**src/rtl/fifo_pack_reader.sv**
```systemverilog
// Read-side FIFO packer: pops PACK_FACTOR words per beat and streams a programmed number of wide beats.
// Optional stall/starve statistics outputs are compiled in with `define FIFO_PACK_STATS_EN.
module fifo_pack_reader #(
    parameter int DATA_WIDTH      = 8,
    parameter int PACK_FACTOR     = 4,
    parameter int LOG_PACK_FACTOR = 2,
    parameter int BEAT_CNT_WIDTH  = 16
) (
    input  logic                              clk,
    input  logic                              rst,
    input  logic [DATA_WIDTH-1:0]             fifo_data_read,
    input  logic                              fifo_empty,
    output logic                              fifo_next_read,
    input  logic                              start,
    input  logic [BEAT_CNT_WIDTH-1:0]         num_beats,
    output logic                              busy,
    output logic                              done,
    output logic [DATA_WIDTH*PACK_FACTOR-1:0] out_data,
    output logic                              out_valid,
    input  logic                              out_ready,
    output logic                              out_last
`ifdef FIFO_PACK_STATS_EN
    ,
    output logic [31:0]                       stall_cycles,
    output logic [31:0]                       starve_cycles
`endif
);

    typedef enum logic [1:0] {
        IDLE,
        PACK,
        SEND
    } state_t;

    localparam logic [LOG_PACK_FACTOR-1:0] LAST_LANE = LOG_PACK_FACTOR'(PACK_FACTOR - 1);

    state_t                      state;
    state_t                      state_next;
    logic [LOG_PACK_FACTOR-1:0]  lane_cnt;
    logic [BEAT_CNT_WIDTH-1:0]   beats_left;

    logic pop;
    logic handshake;
    logic last_lane;
    logic start_accept;
    logic final_beat;

    assign pop          = (state == PACK) && !fifo_empty;
    assign handshake    = out_valid && out_ready;
    assign last_lane    = (lane_cnt == LAST_LANE);
    assign start_accept = (state == IDLE) && start;
    assign final_beat   = (beats_left == BEAT_CNT_WIDTH'(1));

    assign fifo_next_read = pop;
    assign busy           = (state != IDLE);
    assign out_last       = out_valid && final_beat;

    always_ff @(posedge clk or negedge rst) begin
        if (!rst) begin
            state <= IDLE;
        end else begin
            state <= state_next;
        end
    end

    always_comb begin
        state_next = state;
        case (state)
            IDLE: begin
                if (start && (num_beats != '0)) begin
                    state_next = PACK;
                end
            end
            PACK: begin
                if (pop && last_lane) begin
                    state_next = SEND;
                end
            end
            SEND: begin
                if (handshake) begin
                    state_next = final_beat ? IDLE : PACK;
                end
            end
            default: state_next = IDLE;
        endcase
    end

    // Lane fill, beat presentation and job bookkeeping; out_valid only ever rises in PACK
    // and only ever falls on a handshake, so out_data is frozen for the whole of SEND.
    always_ff @(posedge clk or negedge rst) begin
        if (!rst) begin
            lane_cnt   <= '0;
            beats_left <= '0;
            out_data   <= '0;
            out_valid  <= 1'b0;
            done       <= 1'b0;
        end else begin
            done <= 1'b0;
            if (start_accept) begin
                if (num_beats != '0) begin
                    beats_left <= num_beats;
                    lane_cnt   <= '0;
                end else begin
                    done <= 1'b1;
                end
            end
            if (pop) begin
                out_data[lane_cnt*DATA_WIDTH +: DATA_WIDTH] <= fifo_data_read;
                if (last_lane) begin
                    lane_cnt  <= '0;
                    out_valid <= 1'b1;
                end else begin
                    lane_cnt <= lane_cnt + 1'b1;
                end
            end
            if (handshake) begin
                out_valid  <= 1'b0;
                beats_left <= beats_left - 1'b1;
                if (final_beat) begin
                    done <= 1'b1;
                end
            end
        end
    end

`ifdef FIFO_PACK_STATS_EN
    // Saturating back-pressure and starvation counters, restarted with every accepted job.
    always_ff @(posedge clk or negedge rst) begin
        if (!rst) begin
            stall_cycles  <= '0;
            starve_cycles <= '0;
        end else if (start_accept) begin
            stall_cycles  <= '0;
            starve_cycles <= '0;
        end else begin
            if (out_valid && !out_ready && (stall_cycles != 32'hFFFF_FFFF)) begin
                stall_cycles <= stall_cycles + 32'd1;
            end
            if ((state == PACK) && fifo_empty && (starve_cycles != 32'hFFFF_FFFF)) begin
                starve_cycles <= starve_cycles + 32'd1;
            end
        end
    end
`endif

endmodule

```
**config.mk**
```make
export PLATFORM = sky130hd
export DESIGN_NAME = fifo_pack_reader
export DESIGN_NICKNAME = d
export VERILOG_FILES = /design/src/rtl/fifo_pack_reader.sv
export SDC_FILE = /design/constraint.sdc
export NUM_CORES = 1
export LEC_CHECK = 0
export CORE_UTILIZATION = 53
export DETAILED_ROUTE_END_ITERATION = 10
export PLACE_DENSITY = 0.85
export SYNTH_ARGS = -nofsm -noshare
export SYNTH_HDL_FRONTEND = slang
export SYNTH_SLANG_ARGS = --single-unit
```
**constraint.sdc**
```tcl
create_clock -name clk -period 2.7 [get_ports clk]
set_input_delay 0.54 -clock clk [delete_from_list [all_inputs] [get_ports clk]]
set_output_delay 0.54 -clock clk [all_outputs]
set_load 0.005 [all_outputs]
```
==> metrics.cfg <==
[status]
outcome=finished clean

[logic_synthesis]
synth_top_area_cell=dfrtp_1
synthMostInstantiatedCell=nand2_1
syn_inst=289
synth_area_um2=2610
synth_edf_count=0
yosysWarnings=0
synth_compound_area_share_pct=15.0
synth_top_area_share_pct=51.7
synthArstFlopShare_pct=100
synth_area_leaders=dfrtp_1 52%, nand2_1 12%, o21ai_0 7.1%
synth_fa_ha_area_share_pct=3.35
synth_seq_cells=54
synth_top_family_by_area=simple AND/OR/NAND/NOR gates
syn-num-nets=325
synthSimpleGateAreaFrac_pct=26.9
synth.mux.area_fraction_pct=0.431
yosysSeqAreaShare_pct=51.7
synth_common_cells=82 x nand2_1, 54 x dfrtp_1, 37 x o21ai_0
synth_cell_types=44
ys.flop_type=dfrtp_1
syn_area_per_cell_um2=9.04
synth_xor_area_share_pct=0

[detailed_routing]
drtPass1Iterations=4
drtIter0Drc=241
vias_per_cell=5.64
drt-total-wl_um=7000
dr_total_vias=2474
wl_per_cell_um=15.9
drc_errors=0
antenna_left=0

[sta]
finalCriticalPeriod_ps=2650
setup_total_negative_slack_ps=0
worstMarginPinSlew_ps=670
final.hold.worst_slack_ps=328
drv_slew=0
setup_viol=0
hold_violations=0
clock_skew_ps=7.71
fmax_mhz=377
period_share_pct=98.2
max_slew_margin_pct=55.3
rsz0062_at_grt=no

[clock_network]
cts.path.max_buffers=2
cts.sinks=54
clkLatencyLatePin_ps=310
hold_buffers=0
clock-root-buffer=clkbuf_8
tritoncts=built
htreeDepth=2
cts-buffers-inserted=5
clk_pin_slew_ps=100

[worst_setup_path]
cp_slowest_cell=or4b_4
max_stage_delay_ps=560
end_kind=output pin
critPathLaunchType=register
crit_fanout=4
arrival_ps=2110
worstSetupPathType=register to output pin
crit_chain=nor4_4 > nand4_2 > or4b_4 > nor2_1 > clkbuf_2
worstPathRequired_ps=2160

[layout]
diodes=0
multiInputGateArea_um2=1200
nets=407
syn2layout_area_growth_pct=35.1
drive_gt1_share_pct=10.8
layout.area.seq_um2=1360
final.fill_count=331
final_core_util_pct=74.7

[floorplanning]
core_um2=4720
die_h_um=72.2
die_area_um2=5210
fp.dieW_um=72.2
initial_core_util_pct=55.3
io_pins=66
num_rows=25

[power]
power_frac_comb_pct=44.6
p_leak_nw=1.47
p_clk_share_pct=13.4
switching_share_pct=38.7
pwr-share-seq_pct=42.0
p_sw_mw=1.32
vdd_drop_max_v=0.000499
powerDensity_nw_per_um2=967
p_int_mw=2.09

[run]
maxCapViolations=0

[place]
place_congestion=0.884
place_hpwl_um=4810
io_buffers=65

[grt]
antenna_found_initial=0
overflow=0
grt_use_total_pct=28.1
grt_max_degree=55
grt_pass1_vias=2314
grt_first_pass_wirelength_um=11100

[min_path]
min_path_type=input pin to async pin

==> per-stage QoR <==
stage	instances	setup slack [ps]	instance area, um2	power (mW)
2_1_floorplan	289	616	2610	2.11
3_3_place_gp	429	117	3420	2.81
3_5_place_dp	429	106	3420	2.88
4_1_cts	439	79.8	3530	3.38
5_1_grt	439	4.88	3530	3.63
6_report	439	49.9	3530	3.41
==> logic make-up after synthesis <==
logic type / after synthesis
fa+ha+maj: 7
mux: 1
simple gates: 146
flops: 54
compound gates: 66
buf+inv: 15
==> power groups by stage <==
stage | clock network, mW | registers (mW) | logic, mW
6_report | 0.458 | 1.43 | 1.52
5_1_grt | 0.489 | 1.47 | 1.67
4_1_cts | 0.461 | 1.41 | 1.51
3_5_place_dp | 0 | 1.42 | 1.46
3_3_place_gp | 0 | 1.41 | 1.40
2_1_floorplan | 0 | 1.40 | 0.705
==> critical path: cells and delay by family, from the launching register on <==
kind          cells  cell delay (ps)
flops             1              470
buf+inv           1              120
simple gates      4             1200
==> path summary, 6_finish.rpt <==
| kind | startpoint | to | slack, ps | cells past startpoint |
|---|---|---|---|---|
| max in group asynchronous | rst | beats_left[6]$_DFFE_PN0P_ | 1890 | 2 |
| min in group clk | out_data[7]$_DFFE_PN0P_ | out_data[7]$_DFFE_PN0P_ | 480 | 2 |
| max | beats_left[9]$_DFFE_PN0P_ | out_last | 50 | 5 |
| min reg2reg | out_data[7]$_DFFE_PN0P_ | out_data[7]$_DFFE_PN0P_ | 480 | 2 |
| max reg2reg | beats_left[4]$_DFFE_PN0P_ | beats_left[11]$_DFFE_PN0P_ | 720 | 6 |
| min | rst | beats_left[13]$_DFFE_PN0P_ | 330 | 2 |
==> sequential cells by signal, indices dropped and copies added, names as in the netlist <==
register / count
out_data: 32
beats_left: 16
lane_cnt: 2
state: 2
done: 1
out_valid: 1
==> cell type report <==
cell class | count | area share (%)
Timing Repair Buffer | 82 | 21.8
Inverter | 8 | 0.851
Tap cell | 67 | 2.38
Clock inverter | 3 | 0.603
Clock buffer | 5 | 1.95
Multi-Input combinational cell | 220 | 34.0
Sequential cell | 54 | 38.4
==> layer usage <==
layer | share of wire (%) | vias to the layer above | routed length (um) | global-route usage (%)
li1 | - | 1172 | - | -
met1 | 42 | 1201 | 2960 | 37.7
met3 | 6.5 | 11 | 456 | 6.39
met4 | 1.5 | 0 | 104 | 8.50
met2 | 50 | 90 | 3470 | 45.7
met5 | 0 | - | 0 | 0
==> cell usage in the layout, fill, tap and decap left out, drive strengths merged, types with 3 or more instances in the layout <==
cell and n:
o211ai 6, nor3b 4, a21oi 9, dfrtp 54, nor3 6, buf 18
clkdlybuf4s50 63, nand3 9, clkbuf 6, o21ai 38, inv 8, nor2 22
nand2 83, a311oi 3, nor4 8, nand4 3, ha 7, a211oi 3
==> repair_timing <==
action	in CTS	in global routing
pin swaps	3	3
endpoints found under the hold margin	0	0
endpoints found under the setup margin	1	1
resized for setup	5	2
setup buffers	2	0
Power figures use the tool's default switching activity.
